<file path="config.mk">
export PLATFORM = sky130hd
export DESIGN_NAME = fir_sym_mc_flat
export DESIGN_NICKNAME = d
export VERILOG_FILES = /design/src/rtl/fir_sym_mc_pkg.sv /design/src/rtl/fir_sym_mc_if.sv /design/src/rtl/fir_sym_mc_delay_bank.sv /design/src/rtl/fir_sym_mc.sv /design/src/flat_wrapper.sv
export SDC_FILE = /design/constraint.sdc
export NUM_CORES = 1
export LEC_CHECK = 0
export BUFFER_PORTS_ARGS = -buffer_cell sky130_fd_sc_hd__buf_2
export CAP_MARGIN = 30
export CORE_ASPECT_RATIO = 0.75
export CORE_MARGIN = 5
export CORE_UTILIZATION = 52
export CTS_CLUSTER_DIAMETER = 200
export CTS_CLUSTER_SIZE = 30
export DETAILED_ROUTE_END_ITERATION = 16
export PLACE_DENSITY_LB_ADDON = 0.05
export REMOVE_ABC_BUFFERS = 1
export SYNTH_ARGS = -nofsm -noshare
export SYNTH_HDL_FRONTEND = slang
export SYNTH_SLANG_ARGS = --single-unit
</file>
<file path="constraint.sdc">
create_clock -name clk -period 10.4 [get_ports clk]
set_input_delay 1.04 -clock clk [delete_from_list [all_inputs] [get_ports clk]]
set_output_delay 1.04 -clock clk [all_outputs]
set_load 0.005 [all_outputs]
</file>
<file path="src/rtl/fir_sym_mc_pkg.sv">
// Shared types and helpers for the fir_sym_mc symmetric multichannel FIR.
// FIR_SAT_EN selects clamping (defined) or two's-complement wrap (undefined) in reduce_out.
package fir_sym_mc_pkg;

    typedef enum logic [1:0] {
        ST_IDLE = 2'd0,
        ST_MAC  = 2'd1,
        ST_DONE = 2'd2
    } state_t;

    // Accumulator width: full precision across all N_TAPS/2 folded products.
    function automatic int acc_width(input int wd, input int wc, input int lt);
        return wd + wc + lt;
    endfunction

    function automatic int preadd_width(input int wd);
        return wd + 1;
    endfunction

    // Bring a wide signed value into a w-bit signed range; caller keeps the low w bits.
    function automatic logic signed [63:0] reduce_out(input logic signed [63:0] v, input int w);
`ifdef FIR_SAT_EN
        logic signed [63:0] hi;
        logic signed [63:0] lo;
        hi = (64'sd1 <<< (w - 1)) - 64'sd1;
        lo = -(64'sd1 <<< (w - 1));
        if (v > hi) return hi;
        if (v < lo) return lo;
        return v;
`else
        return (v <<< (64 - w)) >>> (64 - w);
`endif
    endfunction

endpackage

</file>
<file path="src/rtl/fir_sym_mc_if.sv">
// Sample, coefficient and result signals of fir_sym_mc.
// master = sample source / coefficient loader / consumer side, slave = the filter.
interface fir_sym_mc_if #(
    parameter int WIDTH_DATA  = 8,
    parameter int WIDTH_COEF  = 8,
    parameter int LOG2_N_TAPS = 4,
    parameter int LOG2_N_CH   = 1,
    parameter int WIDTH_OUT   = 16
);
    logic                          in_valid;
    logic                          in_ready;
    logic [LOG2_N_CH-1:0]          in_ch;
    logic signed [WIDTH_DATA-1:0]  din;
    logic                          coef_we;
    logic [LOG2_N_TAPS-2:0]        coef_addr;
    logic signed [WIDTH_COEF-1:0]  coef_data;
    logic                          out_valid;
    logic [LOG2_N_CH-1:0]          out_ch;
    logic signed [WIDTH_OUT-1:0]   dout;
    logic                          busy;

    modport master (
        output in_valid, in_ch, din, coef_we, coef_addr, coef_data,
        input  in_ready, out_valid, out_ch, dout, busy
    );

    modport slave (
        input  in_valid, in_ch, din, coef_we, coef_addr, coef_data,
        output in_ready, out_valid, out_ch, dout, busy
    );
endinterface

</file>
<file path="src/rtl/fir_sym_mc_delay_bank.sv">
// Per-channel sample delay lines (newest sample at index 0) with two
// combinational read ports on one selected channel for the symmetric tap pair.
module fir_sym_mc_delay_bank #(
    parameter int WIDTH_DATA  = 8,
    parameter int N_TAPS      = 16,
    parameter int LOG2_N_TAPS = 4,
    parameter int N_CH        = 2,
    parameter int LOG2_N_CH   = 1
) (
    input  logic                          clk,
    input  logic                          rst,
    input  logic [N_CH-1:0]               i_shift_en,
    input  logic signed [WIDTH_DATA-1:0]  i_din,
    input  logic [LOG2_N_CH-1:0]          i_rd_ch,
    input  logic [LOG2_N_TAPS-1:0]        i_rd_a,
    input  logic [LOG2_N_TAPS-1:0]        i_rd_b,
    output logic signed [WIDTH_DATA-1:0]  o_x_a,
    output logic signed [WIDTH_DATA-1:0]  o_x_b
);
    logic signed [WIDTH_DATA-1:0] r_line [N_CH][N_TAPS];

    always_ff @(posedge clk) begin
        if (!rst) begin
            for (int c = 0; c < N_CH; c++) begin
                for (int t = 0; t < N_TAPS; t++) begin
                    r_line[c][t] <= '0;
                end
            end
        end else begin
            for (int c = 0; c < N_CH; c++) begin
                if (i_shift_en[c]) begin
                    r_line[c][0] <= i_din;
                    for (int t = 1; t < N_TAPS; t++) begin
                        r_line[c][t] <= r_line[c][t-1];
                    end
                end
            end
        end
    end

    assign o_x_a = r_line[i_rd_ch][i_rd_a];
    assign o_x_b = r_line[i_rd_ch][i_rd_b];
endmodule

</file>
<file path="src/rtl/fir_sym_mc.sv">
// Time-multiplexed symmetric FIR: one pre-adder and one MAC shared by all channels.
// Build option FIR_SAT_EN: saturate dout instead of wrapping it.
module fir_sym_mc
    import fir_sym_mc_pkg::*;
#(
    parameter int WIDTH_DATA  = 8,
    parameter int WIDTH_COEF  = 8,
    parameter int N_TAPS      = 16,
    parameter int LOG2_N_TAPS = 4,
    parameter int N_CH        = 2,
    parameter int LOG2_N_CH   = 1,
    parameter int WIDTH_OUT   = 16,
    parameter int OUT_SHIFT   = 0
) (
    input logic         clk,
    input logic         rst,
    fir_sym_mc_if.slave bus
);
    localparam int ACC_WIDTH    = acc_width(WIDTH_DATA, WIDTH_COEF, LOG2_N_TAPS);
    localparam int PREADD_WIDTH = preadd_width(WIDTH_DATA);
    localparam int PROD_WIDTH   = PREADD_WIDTH + WIDTH_COEF;
    localparam int K_W          = LOG2_N_TAPS - 1;
    localparam int N_COEF       = N_TAPS / 2;
    localparam logic [K_W-1:0] K_LAST = K_W'(N_COEF - 1);

    state_t                          r_state;
    state_t                          w_state_next;
    logic [K_W-1:0]                  r_k;
    logic [LOG2_N_CH-1:0]            r_ch;
    logic [LOG2_N_CH-1:0]            r_out_ch;
    logic signed [ACC_WIDTH-1:0]     r_acc;
    logic signed [ACC_WIDTH-1:0]     w_acc_sum;
    logic signed [WIDTH_COEF-1:0]    r_coef [N_COEF];
    logic signed [WIDTH_OUT-1:0]     r_dout;
    logic signed [WIDTH_OUT-1:0]     w_dout_next;
    logic                            r_out_valid;
    logic                            w_in_ready;
    logic                            w_ch_ok;
    logic                            w_start;
    logic                            w_coef_wr;
    logic                            w_last;
    logic [N_CH-1:0]                 w_shift_en;
    logic [LOG2_N_TAPS-1:0]          w_rd_a;
    logic [LOG2_N_TAPS-1:0]          w_rd_b;
    logic signed [WIDTH_DATA-1:0]    w_x_a;
    logic signed [WIDTH_DATA-1:0]    w_x_b;
    logic signed [PREADD_WIDTH-1:0]  w_preadd;
    logic signed [PROD_WIDTH-1:0]    w_prod;

    // Out-of-range channel numbers are accepted but dropped without starting a pass.
    generate
        if (N_CH == (1 << LOG2_N_CH)) begin : g_ch_full
            assign w_ch_ok = 1'b1;
        end else begin : g_ch_part
            assign w_ch_ok = (int'(bus.in_ch) < N_CH);
        end
        for (genvar gi = 0; gi < N_CH; gi++) begin : g_shift
            assign w_shift_en[gi] = w_start & (bus.in_ch == LOG2_N_CH'(gi));
        end
    endgenerate

    always_ff @(posedge clk) begin
        if (!rst) r_state <= ST_IDLE;
        else      r_state <= w_state_next;
    end

    always_comb begin
        w_state_next = r_state;
        w_in_ready   = 1'b0;
        w_start      = 1'b0;
        w_coef_wr    = 1'b0;
        w_last       = 1'b0;
        case (r_state)
            ST_IDLE: begin
                // A coefficient write takes the cycle; the sample waits.
                w_in_ready = ~bus.coef_we;
                w_coef_wr  = bus.coef_we;
                w_start    = bus.in_valid & ~bus.coef_we & w_ch_ok;
                if (w_start) w_state_next = ST_MAC;
            end
            ST_MAC: begin
                w_last = (r_k == K_LAST);
                if (w_last) w_state_next = ST_DONE;
            end
            ST_DONE: w_state_next = ST_IDLE;
            default: w_state_next = ST_IDLE;
        endcase
    end

    fir_sym_mc_delay_bank #(
        .WIDTH_DATA (WIDTH_DATA),
        .N_TAPS     (N_TAPS),
        .LOG2_N_TAPS(LOG2_N_TAPS),
        .N_CH       (N_CH),
        .LOG2_N_CH  (LOG2_N_CH)
    ) u_delay_bank (
        .clk       (clk),
        .rst       (rst),
        .i_shift_en(w_shift_en),
        .i_din     (bus.din),
        .i_rd_ch   (r_ch),
        .i_rd_a    (w_rd_a),
        .i_rd_b    (w_rd_b),
        .o_x_a     (w_x_a),
        .o_x_b     (w_x_b)
    );

    // Tap pair k and N_TAPS-1-k share coefficient h[k].
    assign w_rd_a      = {1'b0, r_k};
    assign w_rd_b      = LOG2_N_TAPS'(N_TAPS - 1) - w_rd_a;
    assign w_preadd    = PREADD_WIDTH'(w_x_a) + PREADD_WIDTH'(w_x_b);
    assign w_prod      = PROD_WIDTH'(w_preadd) * PROD_WIDTH'(r_coef[r_k]);
    assign w_acc_sum   = r_acc + ACC_WIDTH'(w_prod);
    assign w_dout_next = WIDTH_OUT'(reduce_out(64'(w_acc_sum) >>> OUT_SHIFT, WIDTH_OUT));

    always_ff @(posedge clk) begin
        if (!rst) begin
            r_k         <= '0;
            r_ch        <= '0;
            r_acc       <= '0;
            r_dout      <= '0;
            r_out_ch    <= '0;
            r_out_valid <= 1'b0;
            for (int i = 0; i < N_COEF; i++) r_coef[i] <= '0;
        end else begin
            r_out_valid <= w_last;
            if (w_coef_wr) r_coef[bus.coef_addr] <= bus.coef_data;
            if (w_start) begin
                r_ch  <= bus.in_ch;
                r_acc <= '0;
                r_k   <= '0;
            end else if (r_state == ST_MAC) begin
                r_acc <= w_acc_sum;
                r_k   <= r_k + K_W'(1);
            end
            if (w_last) begin
                r_dout   <= w_dout_next;
                r_out_ch <= r_ch;
            end
        end
    end

    assign bus.in_ready  = w_in_ready;
    assign bus.out_valid = r_out_valid;
    assign bus.out_ch    = r_out_ch;
    assign bus.dout      = r_dout;
    assign bus.busy      = (r_state != ST_IDLE);
endmodule
</file>
<file path="src/flat_wrapper.sv">
// flat-port wrapper written by rule: the top's interface ports become plain ports
module fir_sym_mc_flat import fir_sym_mc_pkg::*;
#(
    parameter int WIDTH_DATA  = 8,
    parameter int WIDTH_COEF  = 8,
    parameter int N_TAPS      = 16,
    parameter int LOG2_N_TAPS = 4,
    parameter int N_CH        = 2,
    parameter int LOG2_N_CH   = 1,
    parameter int WIDTH_OUT   = 16,
    parameter int OUT_SHIFT   = 0
)
  (clk, rst, bus_in_valid, bus_in_ch, bus_din, bus_coef_we, bus_coef_addr, bus_coef_data, bus_in_ready, bus_out_valid, bus_out_ch, bus_dout, bus_busy);
  fir_sym_mc_if #(.WIDTH_DATA(WIDTH_DATA), .WIDTH_COEF(WIDTH_COEF), .LOG2_N_TAPS(LOG2_N_TAPS), .LOG2_N_CH(LOG2_N_CH), .WIDTH_OUT(WIDTH_OUT)) bus_i ();
  input logic clk;
  input logic rst;
  input wire logic [$bits(bus_i.in_valid)-1:0] bus_in_valid;
  input wire logic [$bits(bus_i.in_ch)-1:0] bus_in_ch;
  input wire logic [$bits(bus_i.din)-1:0] bus_din;
  input wire logic [$bits(bus_i.coef_we)-1:0] bus_coef_we;
  input wire logic [$bits(bus_i.coef_addr)-1:0] bus_coef_addr;
  input wire logic [$bits(bus_i.coef_data)-1:0] bus_coef_data;
  output wire logic [$bits(bus_i.in_ready)-1:0] bus_in_ready;
  output wire logic [$bits(bus_i.out_valid)-1:0] bus_out_valid;
  output wire logic [$bits(bus_i.out_ch)-1:0] bus_out_ch;
  output wire logic [$bits(bus_i.dout)-1:0] bus_dout;
  output wire logic [$bits(bus_i.busy)-1:0] bus_busy;
  assign bus_i.in_valid = bus_in_valid;
  assign bus_i.in_ch = bus_in_ch;
  assign bus_i.din = bus_din;
  assign bus_i.coef_we = bus_coef_we;
  assign bus_i.coef_addr = bus_coef_addr;
  assign bus_i.coef_data = bus_coef_data;
  assign bus_in_ready = bus_i.in_ready;
  assign bus_out_valid = bus_i.out_valid;
  assign bus_out_ch = bus_i.out_ch;
  assign bus_dout = bus_i.dout;
  assign bus_busy = bus_i.busy;
  fir_sym_mc #(.WIDTH_DATA(WIDTH_DATA), .WIDTH_COEF(WIDTH_COEF), .N_TAPS(N_TAPS), .LOG2_N_TAPS(LOG2_N_TAPS), .N_CH(N_CH), .LOG2_N_CH(LOG2_N_CH), .WIDTH_OUT(WIDTH_OUT), .OUT_SHIFT(OUT_SHIFT)) u_core (.clk(clk), .rst(rst), .bus(bus_i));
endmodule
</file>
==> flow_summary_export.csv <==
group,metric,value,unit
logic_synthesis,ys.flop_type,"edfxtp_1",
critical_path,cp-start-kind,"register",
power_and_ir_drop,power.leakage,8.138,nW
outcome,status,"finished clean",
clocking,clkLatencyLatePin,0.54,ns
final_layout,n_fill_cell,2940,
global_routing,grt_pass1_wl,61660,microns
die,ios,44,
clocking,cts-hold-fix-buffers,0,
timing,clock_skew,0.05347,ns
clocking,cts_max_level,1,
critical_path,endpoint_kind,"register",
critical_path,cp.required,10.85,ns
routing,drc,0,
timing,fin_ws,1.813,ns
timing,fmax,0.1165,GHz
timing,final-max-slew-violation-count,0,
routing,finalWirelength,37470,microns
clocking,ctsResizeCount,0,
logic_synthesis,synth_cell_types,45,
logic_synthesis,synth-seq-cells,364,
timing,relSlewSlack,34.11,%
final_layout,area_growth,6.953,%
clocking,numCtsBuffers,16,
timing,post-route-period-util,82.57,%
timing,setup_violations,0,
critical_path,crit_type,"register to register",
final_layout,diodes,0,
routing,vias_per_cell,5.673,
timing,tightest_slew,0.9883,ns
placement,io_buffers,43,
die,die_h,175.8,microns
power_and_ir_drop,vdd_ir_drop_max,0.0003259,V
critical_path,path_max_fanout,42,
final_layout,layout-drive-gt1-share,14.11,%
final_layout,final_cell_count_no_fill,1854,
min_path,holdPathEnd,"u_core.bus.dout[6]",
logic_synthesis,syn_area_per_cell,13.94,sq um
global_routing,grt_max_degree,122,
timing,hold_viol_final,0,
routing,vias,10520,
die,rows,60,
min_path,hold_start,"u_core.bus.dout[6]",
min_path,hold_class,"register to register",
final_layout,final_util,56.56,%
critical_path,rrSetupSlack,1.81,ns
clocking,clockBufferDepth,3,
logic_synthesis,yosysSeqAreaShare,55.05,%
timing,layout_min_cycle_time,8.587,ns
clocking,cts_root_buf,"clkbuf_16",
global_routing,track_usage,18.99,%
min_path,hold_path_depth,2,
clocking,post_cts_buffers,0,
logic_synthesis,synth_edf_count,320,
logic_synthesis,synthCells,1367,
logic_synthesis,yosys_warnings,0,
clocking,clkTransAtPathRegs,0.12,ns
die,die_w,231.1,microns
critical_path,ff2ff_path_depth,27,
power_and_ir_drop,power-per-cell-area,218.6,mW/mm^2
die,initial_core_util,52.89,%
flow_run,drv_cap,0,
clocking,cts_sinks,364,
placement,dp_hpwl,24250,microns
critical_path,rr_endpoint,"u_core.r_acc[14]",
routing,avgRoutedWirePerCell,20.21,microns
die,core_area,0.03603,sq mm
final_layout,fin_nets,1523,
placement,place.gp.congestion,0.8191,
logic_synthesis,syn_area,0.01906,sq mm
placement,dp.cells,1824,
placement,preCtsSetupSlack,1.782,ns
timing,rsz0062_at_grt,"no",
power_and_ir_drop,power.total,0.004455,W
routing,drtAntennaViolNets,0,
clocking,tritoncts,"yes",
die,die_area,0.04062,sq mm
critical_path,arrival,9.03,ns
global_routing,globalRouteOverflowTotal,0,
global_routing,antenna_found_initial,1,
logic_synthesis,async_flop_share,0,%
routing,drt_first_pass_iters,5,
global_routing,first_global_vias,10790,
routing,drt_iter0_drc,807,
logic make-up after synthesis:
group | Yosys count | share of synthesized area (%)
AND/OR/NAND/NOR | 511 | 14.86
flip-flops | 364 | 55.05
buffers and inverters | 154 | 3.125
adder cells (fa/ha/maj) | 120 | 10.79
multiplexers | 106 | 12.11
AO/OA/AOI/OAI | 78 | 2.501
XOR/XNOR | 34 | 1.563
state kept, by name, summed over array words and instances (netlist names), named ones only:
signal	count
u_core.u_delay_bank.r_line	256
u_core.r_coef	64
u_core.bus.dout	16
u_core.r_acc	16
u_core.r_k	3
u_core.r_state	2
u_core.bus.out_ch	1
u_core.bus.out_valid	1
u_core.r_ch	1
worst max path at each step:
stage | start | end | depth (start not counted) | slack, ns
2_1_floorplan | bus_coef_we | u_core.u_delay_bank.r_line[0][0] | 3 | -0.87
3_3_place_gp | register | u_core.bus.dout[14] | 27 | 1.94
3_5_place_dp | register | u_core.r_acc[14] | 27 | 1.78
4_1_cts | register | u_core.r_acc[14] | 27 | 1.75
5_1_grt | register | u_core.r_acc[14] | 27 | 1.18
6_report | register | u_core.r_acc[14] | 27 | 1.81
final cells by class:
type | count | area (sq um) | share of cell area [%]
inverters | 77 | 289.0 | 1.418
clock inverters | 1 | 30.03 | 0.1473
repair buffers | 71 | 525.5 | 2.578
well taps | 465 | 581.8 | 2.855
clock buffers | 27 | 462.9 | 2.271
flip-flops and latches | 364 | 10500 | 51.50
multi-input cells | 849 | 7995 | 39.23
through the flow:
| stage | TNS (ns) | hold slack [ns] | cell area [sq um] |
|---|---|---|---|
| global placement | 0 | 0.4455 | 19750 |
| global route | 0 | 0.4964 | 20380 |
| CTS | 0 | 0.4689 | 20330 |
| finish | 0 | 0.4693 | 20380 |
| floorplan | -112.64 | 0.4363 | 18750 |
| detailed placement | 0 | 0.4509 | 19830 |
Yosys cell counts (2+ instances only):
library cell / number / share of area (%)
edfxtp_1: 320 / 50
a21oi_1: 29 / 0.76
nand4_1: 2 / 0.066
nor3_1: 2 / 0.053
a21o_1: 3 / 0.12
inv_1: 77 / 1.5
nor2b_1: 17 / 0.56
xor2_1: 7 / 0.32
buf_1: 2 / 0.039
fa_1: 74 / 7.8
nand2_1: 79 / 1.6
mux4_1: 4 / 0.55
mux4_2: 93 / 11
o211a_1: 2 / 0.11
a21boi_0: 13 / 0.51
a211oi_1: 2 / 0.079
ha_1: 46 / 3.0
nand2b_1: 12 / 0.39
o21ai_1: 3 / 0.079
clkbuf_1: 66 / 1.3
mux2i_1: 5 / 0.26
mux2_2: 2 / 0.12
and2_1: 196 / 6.4
o21a_1: 4 / 0.16
xnor2_1: 27 / 1.2
dfxtp_1: 44 / 4.6
or2_2: 3 / 0.098
nand4b_1: 2 / 0.092
nand3_1: 3 / 0.079
or3_1: 3 / 0.098
and3_1: 122 / 4.0
o21ai_0: 16 / 0.42
nor2_1: 68 / 1.3
buf_2: 8 / 0.21
layer usage:
metal / track usage (%) / share of wire [%]
met5: 0 / 0
met4: 2.574 / 1.3
met3: 2.069 / 3.1
met2: 29.08 / 46
met1: 30.49 / 50
report_power, final:
group / internal (W) / switching [W]
clock network: 0.000317 / 0.000460
logic: 0.000879 / 0.00108
registers: 0.00167 / 0.0000484
cells in the final DEF (no fill, tap or decap), types with 4 or more instances in the layout:
| cell | instances |
|---|---|
| edfxtp_1 | 320 |
| and2_1 | 196 |
| and3_1 | 121 |
| mux4_2 | 93 |
| nand2_1 | 78 |
| inv_1 | 77 |
| fa_1 | 74 |
| nor2_1 | 68 |
| ha_1 | 46 |
| buf_2 | 43 |
| dfxtp_1 | 42 |
| a21oi_1 | 29 |
| xnor2_1 | 27 |
| buf_4 | 23 |
| nor2b_1 | 17 |
| clkbuf_16 | 17 |
| o21ai_0 | 15 |
| a21boi_0 | 13 |
| nand2b_1 | 12 |
| clkbuf_1 | 10 |
| xor2_1 | 7 |
| mux2i_1 | 5 |
| buf_16 | 5 |
| o21a_1 | 4 |
| mux4_1 | 4 |
critical path, stage by stage, from the launching register on:
cell	delay, ns
dfxtp_4	0.95
buf_4	0.54
mux4_2	0.57
mux4_2	0.50
ha_1	0.37
o21a_1	0.19
o31a_1	0.12
o21ai_1	0.24
nand2b_1	0.15
xor2_1	0.38
nand2_1	0.14
fa_1	0.51
inv_1	0.05
fa_1	0.50
inv_1	0.05
fa_1	0.53
inv_1	0.05
fa_1	0.47
ha_1	0.30
ha_1	0.35
nor2b_1	0.15
o21ai_0	0.21
a21oi_1	0.12
o21a_1	0.20
o22ai_1	0.28
o21ai_0	0.18
xnor2_1	0.18
o31ai_1	0.21
Note: power is estimated with default switching activity, not from simulation.
